<file path="src/rtl/alu_arbiter.sv">
// Two-requester front end for one shared combinational ALU.
// Round-robin grant, operands held on the ALU bus, result routed back after WAIT_CYCLES.
module alu_arbiter #(
    parameter int WAIT_CYCLES = 1
) (
    input  logic       CLK,
    input  logic       RESET,
    input  logic       REQ0,
    input  logic       REQ1,
    input  logic [7:0] OPA0,
    input  logic [7:0] OPB0,
    input  logic [7:0] OPA1,
    input  logic [7:0] OPB1,
    input  logic [2:0] SEL0,
    input  logic [2:0] SEL1,
    output logic       ACK0,
    output logic       ACK1,
    output logic       DONE0,
    output logic       DONE1,
    output logic [7:0] RESULT0,
    output logic [7:0] RESULT1,
    output logic [7:0] ALU_DATA1,
    output logic [7:0] ALU_DATA2,
    output logic [2:0] ALU_SELECT,
    input  logic [7:0] ALU_RESULT,
    output logic       BUSY
);

    localparam logic [3:0] WAIT_LD = 4'(WAIT_CYCLES);

    typedef enum logic [1:0] {IDLE, EXEC, RESP} state_t;

    state_t     state;
    logic [3:0] count;
    logic       last;
    logic       owner;
    logic       bad_op;

    logic       pick;
    logic [7:0] pick_a;
    logic [7:0] pick_b;
    logic [2:0] pick_sel;
    logic [7:0] cap;

    // On a tie the requester that was not served last wins.
    always_comb begin
        pick = 1'b0;
        if (REQ0 && REQ1)
            pick = ~last;
        else if (REQ1)
            pick = 1'b1;
        pick_a   = pick ? OPA1 : OPA0;
        pick_b   = pick ? OPB1 : OPB0;
        pick_sel = pick ? SEL1 : SEL0;
        cap      = bad_op ? 8'h00 : ALU_RESULT;
    end

    always_ff @(posedge CLK) begin
        if (RESET) begin
            state      <= IDLE;
            count      <= 4'd0;
            last       <= 1'b1;
            owner      <= 1'b0;
            bad_op     <= 1'b0;
            ACK0       <= 1'b0;
            ACK1       <= 1'b0;
            DONE0      <= 1'b0;
            DONE1      <= 1'b0;
            RESULT0    <= 8'h00;
            RESULT1    <= 8'h00;
            ALU_DATA1  <= 8'h00;
            ALU_DATA2  <= 8'h00;
            ALU_SELECT <= 3'd0;
            BUSY       <= 1'b0;
        end else begin
            ACK0  <= 1'b0;
            ACK1  <= 1'b0;
            DONE0 <= 1'b0;
            DONE1 <= 1'b0;
            case (state)
                IDLE: begin
                    if (REQ0 || REQ1) begin
                        owner  <= pick;
                        last   <= pick;
                        ACK0   <= ~pick;
                        ACK1   <= pick;
                        // Opcodes 1xx are accepted but leave the ALU bus untouched.
                        bad_op <= pick_sel[2];
                        if (!pick_sel[2]) begin
                            ALU_DATA1  <= pick_a;
                            ALU_DATA2  <= pick_b;
                            ALU_SELECT <= pick_sel;
                        end
                        count <= WAIT_LD;
                        state <= EXEC;
                        BUSY  <= 1'b1;
                    end
                end
                EXEC: begin
                    count <= count - 4'd1;
                    if (count == 4'd1) begin
                        if (owner) begin
                            RESULT1 <= cap;
                            DONE1   <= 1'b1;
                        end else begin
                            RESULT0 <= cap;
                            DONE0   <= 1'b1;
                        end
                        state <= RESP;
                    end
                end
                RESP: begin
                    state <= IDLE;
                    BUSY  <= 1'b0;
                end
                default: begin
                    state <= IDLE;
                    BUSY  <= 1'b0;
                end
            endcase
        end
    end

endmodule

</file>
<file path="config.mk">
export PLATFORM = sky130hd
export DESIGN_NAME = alu_arbiter
export DESIGN_NICKNAME = d
export VERILOG_FILES = /design/src/rtl/alu_arbiter.sv
export SDC_FILE = /design/constraint.sdc
export NUM_CORES = 1
export LEC_CHECK = 0
export CELL_PAD_IN_SITES_DETAIL_PLACEMENT = 1
export CELL_PAD_IN_SITES_GLOBAL_PLACEMENT = 1
export CORE_ASPECT_RATIO = 1.1
export CORE_UTILIZATION = 30
export DETAILED_ROUTE_END_ITERATION = 12
export PLACE_DENSITY_LB_ADDON = 0.1
export SYNTH_ARGS = -nofsm -noshare
export SYNTH_HDL_FRONTEND = slang
export SYNTH_SLANG_ARGS = --single-unit
</file>
<file path="constraint.sdc">
create_clock -name CLK -period 2.2 [get_ports CLK]
set_input_delay 0.44 -clock CLK [delete_from_list [all_inputs] [get_ports CLK]]
set_output_delay 0.44 -clock CLK [all_outputs]
set_load 0.005 [all_outputs]
</file>
==> impl_metrics.env, run 1 <==
export IMPL_core_area_mm2=0.006633
export IMPL_synth_area_mm2=0.002082
export IMPL_std_cell_rows=31
export IMPL_yosys_area_top_type="dfxtp_1"
export IMPL_synthTopCellsByArea="dfxtp_1 (46%), nor3_1 (10%), o22a_1 (7.6%)"
export IMPL_muxShareOfSynthArea_pct=4.327
export IMPL_routedWlPerCell_um=14.26
export IMPL_final_cell_mix="clkdlybuf4s50_1 (87), dfxtp_1 (48), nor3_1 (42), nor2_1 (37)"
export IMPL_vias=2011
export IMPL_power_density_mw_per_mm2=699.5
export IMPL_finalWorstSetupSlack_ns=0.4745
export IMPL_synth_compound_area_share_pct=15.50
export IMPL_synth_fp_nets=293
export IMPL_finalSetupViolCount=0
export IMPL_synthCells=241
export IMPL_synth_xor_area_share_pct=0
export IMPL_cts_sinks=48
export IMPL_drt_pass1_iter_count=4
export IMPL_ir_drop_mv=0.2424
export IMPL_routabilityCongestion=0.7347
export IMPL_ys_seq_area_share_pct=46.15
export IMPL_hold_path_class="reg2reg"
export IMPL_syn2layout_area_growth_pct=52.04
export IMPL_synth_top_cell_area_share_pct=46.15
export IMPL_status="finished clean"
export IMPL_synth_top_family_by_area="simple AND/OR/NAND/NOR gates"
export IMPL_rsz0062_at_grt="false"
export IMPL_synth_area_per_cell_um2=8.639
export IMPL_crit_cells=6
export IMPL_whs_path_depth=2
export IMPL_p_leak_nw=1.223
export IMPL_start_util_pct=31.39
export IMPL_drt_iter0_markers=43
export IMPL_synth_seq_cells=48
export IMPL_holdWs_ns=0.4652
export IMPL_ys_flop_type="dfxtp_1"
export IMPL_setup_tns_ns=0
export IMPL_worstSetupEndpointType="flop"
export IMPL_synth_simple_area_share_pct=27.88
export IMPL_cp_start_kind="flop"
export IMPL_cts_made_buffers=5
export IMPL_antenna_left=0
export IMPL_synthDistinctLibCells=35
export IMPL_gr_total_overflow=0
export IMPL_drc=0
export IMPL_reg2reg_depth=6
export IMPL_cp_cell_sequence="ha_1 > or3b_4 > nor3_4 > buf_4 > mux2i_1 > nor2_1"
export IMPL_ys_warn_count=0
export IMPL_finClkSkew_ns=0.007982
export IMPL_path_class="reg2reg"
export IMPL_boundaryPins=90
export IMPL_grt_usage_pct=17.33
export IMPL_fin_cells=412
export IMPL_die_w_um=81.43
export IMPL_cts_resized=0
export IMPL_cts_buffer_depth=2
export IMPL_max_freq_mhz=579.5
export IMPL_dpl_hpwl_mm=4.307
export IMPL_drive_gt1_share_pct=9.091
export IMPL_clkTransAtPathRegs_ns=0.09
export IMPL_ys_async_sr_fraction_pct=0
export IMPL_grt_start_max_net_pins=28
export IMPL_final_hold_violation_count=0
export IMPL_worst_ep_arrival_time_ns=1.91
export IMPL_worstSkewPairLatency_ns=0.30
export IMPL_dp_slack_ns=0.1725
export IMPL_antenna_cells=0
export IMPL_postCtsSetupBuffers=0
export IMPL_critPathSlowestCell="dfxtp_1"
export IMPL_root_buffer="clkbuf_8"
export IMPL_cap_viol_max_count=0
export IMPL_grt_pass1_vias=2017
export IMPL_die_y_um=89.37
export IMPL_critPathTopFamily="simple AND/OR/NAND/NOR gates"
export IMPL_layout_min_cycle_time_ns=1.725
export IMPL_routed_via_density=4.881
export IMPL_antenna_found_initial=0
export IMPL_dieArea_mm2=0.007277
export IMPL_cts_tree="done"
export IMPL_timing_max_transition_violations_final=0
export IMPL_crit_fanout=8
export IMPL_crit_buf_inv=1
export IMPL_routed_wl_mm=5.876
export IMPL_grt_pass1_wl_mm=9.459
export IMPL_place_inst=404
export IMPL_synth_fa_ha_area_share_pct=1.202
export IMPL_fin_nets=381
export IMPL_synth_edff_count=0
export IMPL_slowest_delay_ns=0.41
export IMPL_fin_crit_sh_pct=78.43
export IMPL_layout_commonest_cell="clkdlybuf4s50_1"
export IMPL_ctsHoldBuffers=0
export IMPL_htreeDepth=2
export IMPL_power_w=0.002214
export IMPL_cp_data_required_time_ns=2.39
export IMPL_io_buffers=88
per-stage QoR:
| stage | utilization, % | instance area [um2] |
|---|---|---|
| after global routing | 47.73 | 3166 |
| after detailed placement | 46.31 | 3072 |
| final | 47.73 | 3166 |
| after floorplan | - | 2082 |
| after CTS | 47.73 | 3166 |
| after global placement | 46.31 | 3072 |
layer usage:
| metal | up-vias | wire (um) | global-route usage (%) |
|---|---|---|---|
| li1 | 1014 | - | - |
| met3 | 4 | 390 | 6.122 |
| met1 | 936 | 2549 | 18.97 |
| met2 | 57 | 2880 | 30.91 |
| met4 | 0 | 56 | 5.682 |
| met5 | - | 0 | 0 |
sequential cells by signal (all words and copies together), names as in the netlist, 2 cells and up:
| register | flops |
|---|---|
| RESULT0 | 8 |
| count | 4 |
| ALU_DATA1 | 8 |
| state | 2 |
| ALU_DATA2 | 8 |
| ALU_SELECT | 2 |
| RESULT1 | 8 |
worst min-delay path, cell delays in order, from the launching register on:
cell,delay [ns]
dfxtp_1,0.32
nand2_1,0.05
a21oi_1,0.05
final cells by class:
class                           count  area, um2
Clock inverter                      1      7.507
Multi-Input combinational cell    172       1026
Clock buffer                        7      86.33
Tap cell                           82      102.6
Inverter                            3      11.26
Sequential cell                    48      960.9
Timing Repair Buffer               99      970.9
Fill cell                         811       3467
where the power goes:
group          total (W)  switching, W  leakage (nW)  internal [W]
sequential       0.00105     0.0000767         0.394      0.000971
combinational   0.000616      0.000239         0.784      0.000377
clock           0.000551      0.000295        0.0445      0.000256
total            0.00221      0.000610          1.22       0.00160
logic make-up after synthesis:
| kind of cell | Yosys count |
|---|---|
| compound gates | 42 |
| fa+ha+maj | 2 |
| buf+inv | 21 |
| flops | 48 |
| mux | 9 |
| other cells | 1 |
| simple gates | 118 |
final timing paths:
path,from,end,slack (ns)
min,RESULT1[1],RESULT1[1],0.47
max,count[0],RESULT0[1],0.47
min reg2reg,RESULT1[1],RESULT1[1],0.47
max reg2reg,count[0],RESULT0[1],0.47
synthesized netlist by cell type (all sizes together) (2+ instances only):
library cell	count
and3	2
clkbuf	9
o21ai	3
a31oi	2
buf	9
a21oi	12
nand3	2
o22a	18
nor3	43
inv	3
and2b	8
mux2i	9
nor2b	3
ha	2
dfxtp	48
nor2	37
nand2	18
No activity file was read; power rests on OpenSTA's default activity.
==> run 2: changes to the inputs <==
==> constraint.sdc (replaced) <==
create_clock -name CLK -period 1.7 [get_ports CLK]
set_input_delay 0.34 -clock CLK [delete_from_list [all_inputs] [get_ports CLK]]
set_output_delay 0.34 -clock CLK [all_outputs]
set_load 0.005 [all_outputs]
==> run 2 against run 1 <==
Compared with the run above: critical path depth increased by 1; clock-buffer cell count down 1; sequential power increased by 29%; sequential cell count stayed put; core utilization rose by 2.4 points; largest power group unchanged; highest routed layer unchanged.
==> impl_metrics.env, run 2 (synthesized netlist as in run 1, its figures left out) <==
export IMPL_status="finished clean"
export IMPL_p_leak_nw=1.303
export IMPL_io_buffers=88
export IMPL_critPathSlowestCell="or3b_4"
export IMPL_drive_gt1_share_pct=14.04
export IMPL_drc=0
export IMPL_p_seq_share_pct=45.8
export IMPL_cts_buffer_depth=2
export IMPL_cp_data_required_time_ns=1.90
export IMPL_cp_start_kind="flop"
export IMPL_setup_tns_ns=0
export IMPL_hold_path_class="reg2reg"
export IMPL_clockPowerShare_pct=24.3
export IMPL_power_switching_share_pct=27.54
export IMPL_cap_viol_max_count=0
export IMPL_layout_commonest_cell="clkdlybuf4s50_1"
export IMPL_dpl_hpwl_mm=4.479
export IMPL_grt_pass1_wl_mm=9.618
export IMPL_hp_start="RESULT1[4]"
export IMPL_p_int_w=0.002140
export IMPL_dp_slack_ns=-0.1272
export IMPL_power_density_mw_per_mm2=887.6
export IMPL_ir_drop_mv=0.3783
export IMPL_rsz0062_at_grt="true"
export IMPL_timing_max_transition_violations_final=0
export IMPL_vias=2025
export IMPL_antenna_cells=0
export IMPL_root_buffer="clkbuf_8"
export IMPL_cts_sinks=48
export IMPL_clkTransAtPathRegs_ns=0.09
export IMPL_crit_buf_inv=2
export IMPL_core_area_mm2=0.006633
export IMPL_reg2reg_slack_ns=0.006
export IMPL_antenna_left=0
export IMPL_crit_fanout=8
export IMPL_reg2reg_to="RESULT0[0]"
export IMPL_max_freq_mhz=590.2
export IMPL_place_area_mm2=0.003204
export IMPL_ctsHoldBuffers=0
export IMPL_grt_pass1_vias=2038
export IMPL_final_hold_violation_count=0
export IMPL_pwr_share_comb_pct=30.0
export IMPL_fin_crit_sh_pct=99.67
export IMPL_cp_cell_sequence="inv_2 > ha_4 > or3b_4 > nor3_4 > buf_12 > mux2i_2 > nor2_1"
export IMPL_finalWorstSetupSlack_ns=0.005634
export IMPL_final_cell_mix="clkdlybuf4s50_1 (87), dfxtp_1 (46), nor3_1 (42), nor2_1 (37)"
export IMPL_critPathTopFamily="simple AND/OR/NAND/NOR gates"
export IMPL_drt_iter0_markers=41
export IMPL_whs_endpoint="RESULT1[4]"
export IMPL_cts_made_buffers=5
export IMPL_routedWlPerCell_um=14.00
export IMPL_finClkSkew_ns=0.01042
export IMPL_boundaryPins=90
export IMPL_fin_nets=393
export IMPL_grt_usage_pct=17.54
export IMPL_whs_path_depth=2
export IMPL_drt_pass1_iter_count=4
export IMPL_start_util_pct=31.39
export IMPL_grt_start_max_net_pins=26
export IMPL_final_cell_area_mm2=0.003327
export IMPL_holdWs_ns=0.4596
export IMPL_cts_tree="done"
export IMPL_layout_min_cycle_time_ns=1.694
export IMPL_power_w=0.002953
export IMPL_dieArea_mm2=0.007277
export IMPL_worstSetupEndpointType="flop"
export IMPL_finalSetupViolCount=0
export IMPL_worstSkewPairLatency_ns=0.30
export IMPL_p_sw_w=0.0008132
export IMPL_reg2reg_depth=7
export IMPL_die_y_um=89.37
export IMPL_syn2layout_area_growth_pct=59.80
export IMPL_htreeDepth=2
export IMPL_routed_wl_mm=5.937
export IMPL_path_class="reg2reg"
export IMPL_worst_ep_arrival_time_ns=1.89
export IMPL_std_cell_rows=31
export IMPL_routed_via_density=4.776
export IMPL_gr_total_overflow=0
export IMPL_antenna_found_initial=0
export IMPL_r2r_start="count[1]"
export IMPL_die_w_um=81.43
export IMPL_slowest_delay_ns=0.41
export IMPL_routabilityCongestion=0.7812
[run 2: per-stage QoR]
stage / utilization [%] / instances
global placement: 48.31 / 415
CTS: 49.76 / 423
floorplan: - / 241
global route: 50.16 / 424
finish: 50.16 / 424
detailed placement: 48.31 / 415
[run 2: area by class of cell]
class	count	area (um2)
inverters	3	11.26
fillers	786	3306
clock buffers	6	82.58
multi-input cells	172	1042
well taps	82	102.6
flip-flops and latches	48	963.4
repair buffers	111	1111
clock inverters	2	13.76
[run 2: what timing repair did]
item,CTS,global route
setup buffers,0,1
resized for setup,0,6
endpoints found under the setup margin,0,9
[run 2: worst max-delay path by stage]
stage,start,to,slack [ns],cells past startpoint
global placement,REQ0,ALU_DATA1[6],-0.10,5
floorplan,count[0],RESULT0[0],0.06,5
finish,count[1],RESULT0[0],0.006,7
detailed placement,REQ0,ALU_DATA1[6],-0.13,5
CTS,count[1],RESULT0[0],0.01,7
global route,count[1],RESULT0[0],-0.09,7
[run 2: metal layers]
metal  GRT usage (%)  share of wire [%]
met4           4.870                1.1
met2           30.45                 49
met3           6.224                6.8
met5               0                  0
met1           20.20                 43
[run 2: power by group through the flow]
stage	logic [W]	clock network (W)	registers (W)
final	0.000885	0.000717	0.00135
after global routing	0.000965	0.000812	0.00137
after CTS	0.000888	0.000751	0.00135
after detailed placement	0.000882	0	0.00137
after global placement	0.000868	0	0.00137
after floorplan	0.000373	0	0.00137
[run 2: worst register-to-register path: cells and delay by family (launching register included)]
kind,cells,cell delay [ns]
fa+ha+maj,1,0.12
buf+inv,2,0.24
mux,1,0.21
simple gates,3,0.69
flops,1,0.33
==> run 3: changes to the inputs <==
--- a/config.mk
+++ b/config.mk
@@ -14,3 +14,4 @@
 export SYNTH_ARGS = -nofsm -noshare
 export SYNTH_HDL_FRONTEND = slang
 export SYNTH_SLANG_ARGS = --single-unit
+export TNS_END_PERCENT = 100
==> constraint.sdc (replaced) <==
create_clock -name CLK -period 2.08 [get_ports CLK]
set_input_delay 0.416 -clock CLK [delete_from_list [all_inputs] [get_ports CLK]]
set_output_delay 0.416 -clock CLK [all_outputs]
set_load 0.005 [all_outputs]
==> run 3 against run 2 <==
Compared with the run above: critical path depth down 3; cell count down 3.1%; clock power down 27%; non-clock buffer count down 12; sequential share of layout area up 1.6 points; worst setup slack better by 0.19 ns; total power down 23%; clock skew down 0.0034 ns; register-to-register slack better by 0.29 ns; sequential power down 19%; highest routed layer unchanged.
==> impl_metrics.env, run 3 (synthesized netlist as in run 1, its figures left out) <==
export IMPL_status="finished clean"
export IMPL_place_inst=404
export IMPL_final_cell_mix="clkdlybuf4s50_1 (87), dfxtp_1 (48), nor3_1 (42), nor2_1 (37)"
export IMPL_hold_path_class="reg2reg"
export IMPL_fin_crit_sh_pct=90.80
export IMPL_p_seq_share_pct=48.4
export IMPL_path_class="in2reg"
export IMPL_clockPowerShare_pct=23.0
export IMPL_seq_area_um2=960.9
export IMPL_pwr_share_comb_pct=28.6
export IMPL_worst_ep_arrival_time_ns=2.13
export IMPL_drc=0
export IMPL_antenna_found_initial=0
export IMPL_finalSetupViolCount=0
export IMPL_routedWlPerCell_um=14.32
export IMPL_multi_input_area_mm2=0.001026
export IMPL_nFillCells=774
export IMPL_drive_gt1_share_pct=8.815
export IMPL_vias=1996
export IMPL_dpl_hpwl_mm=4.218
export IMPL_drt_pass1_iter_count=2
export IMPL_fin_nets=381
export IMPL_setup_tns_ns=0
export IMPL_max_freq_mhz=529.5
export IMPL_post_route_util_pct=47.48
export IMPL_io_buffers=88
export IMPL_boundaryPins=90
export IMPL_layout_min_cycle_time_ns=1.889
export IMPL_final_cell_area_mm2=0.003149
export IMPL_gr_total_overflow=0
export IMPL_cts_made_buffers=5
export IMPL_antenna_cells=0
export IMPL_drt_iter0_markers=49
export IMPL_ctsHoldBuffers=0
export IMPL_finClkSkew_ns=0.006976
export IMPL_cp_data_required_time_ns=2.32
export IMPL_ir_drop_mv=0.2623
export IMPL_power_density_mw_per_mm2=724.1
export IMPL_worstSetupEndpointType="flop"
export IMPL_routed_via_density=4.856
export IMPL_p_int_w=0.001652
export IMPL_tightest_slew_ns=1.047
export IMPL_clkTransAtPathRegs_ns=0.08
export IMPL_final_hold_violation_count=0
export IMPL_antenna_left=0
export IMPL_cts_sinks=48
export IMPL_place_area_mm2=0.003072
export IMPL_core_area_mm2=0.006633
export IMPL_worstSkewPairLatency_ns=0.30
export IMPL_routabilityCongestion=0.6880
export IMPL_grt_start_max_net_pins=32
export IMPL_root_buffer="clkbuf_8"
export IMPL_power_w=0.002280
export IMPL_syn2layout_area_growth_pct=51.26
export IMPL_cap_viol_max_count=0
export IMPL_postCtsSetupBuffers=0
export IMPL_slew_limit_headroom_pct=29.97
export IMPL_grt_pass1_vias=2034
export IMPL_fin_cells=411
export IMPL_cts_resized=0
export IMPL_start_util_pct=31.39
export IMPL_routed_wl_mm=5.885
export IMPL_die_w_um=81.43
export IMPL_grt_usage_pct=17.29
export IMPL_htreeDepth=2
export IMPL_cts_tree="done"
export IMPL_timing_max_transition_violations_final=0
export IMPL_rsz0062_at_grt="false"
export IMPL_die_y_um=89.37
export IMPL_layout_commonest_cell="clkdlybuf4s50_1"
export IMPL_dieArea_mm2=0.007277
export IMPL_cts_buffer_depth=2
export IMPL_crit_fanout=19
export IMPL_cp_start_kind="input port"
export IMPL_p_leak_nw=1.219
export IMPL_grt_pass1_wl_mm=9.528
export IMPL_power_switching_share_pct=27.54
export IMPL_std_cell_rows=31
export IMPL_p_sw_w=0.0006281
run 3: path summary, 6_finish.rpt:
kind | start | endpoint | slack [ns] | cells after the start
worst max-delay path | REQ0 | ALU_DATA1[6] | 0.19 | 4
worst max register to register | last | ALU_DATA1[6] | 0.30 | 3
worst min-delay path | RESULT1[3] | RESULT1[3] | 0.46 | 2
worst min register to register | RESULT1[3] | RESULT1[3] | 0.46 | 2
run 3: layer usage:
| layer | vias to the layer above | routed length (um) | track usage (%) |
|---|---|---|---|
| met2 | 62 | 2783 | 28.94 |
| met1 | 912 | 2612 | 20.54 |
| met3 | 6 | 419 | 5.102 |
| met5 | - | 0 | 0 |
| li1 | 1016 | - | - |
| met4 | 0 | 70 | 7.143 |
run 3: power groups by stage:
stage	combinational, W	clock, W	sequential, W
after global routing	0.000716	0.000584	0.00112
final	0.000652	0.000524	0.00110
after CTS	0.000664	0.000553	0.00111
after global placement	0.000653	0	0.00112
after floorplan	0.000305	0	0.00112
after detailed placement	0.000661	0	0.00112
run 3: layout make-up:
cell class	count	area share (%)
Inverter	3	0.3576
Clock buffer	6	2.304
Sequential cell	48	30.51
Tap cell	82	3.258
Multi-Input combinational cell	172	32.58
Timing Repair Buffer	99	30.83
Clock inverter	1	0.1589
run 3: critical path, cell delays in order:
cell             delay [ns]
clkdlybuf4s50_1        0.47
o21ai_1                0.12
o41ai_4                0.86
o22a_1                 0.26
run 3: stage by stage:
step	worst slack (ns)	hold slack, ns
global route	0.04757	0.4865
detailed placement	-0.1661	0.4556
CTS	0.1520	0.4677
floorplan	0.4406	0.4527
global placement	-0.1437	0.4421
finish	0.1913	0.4612
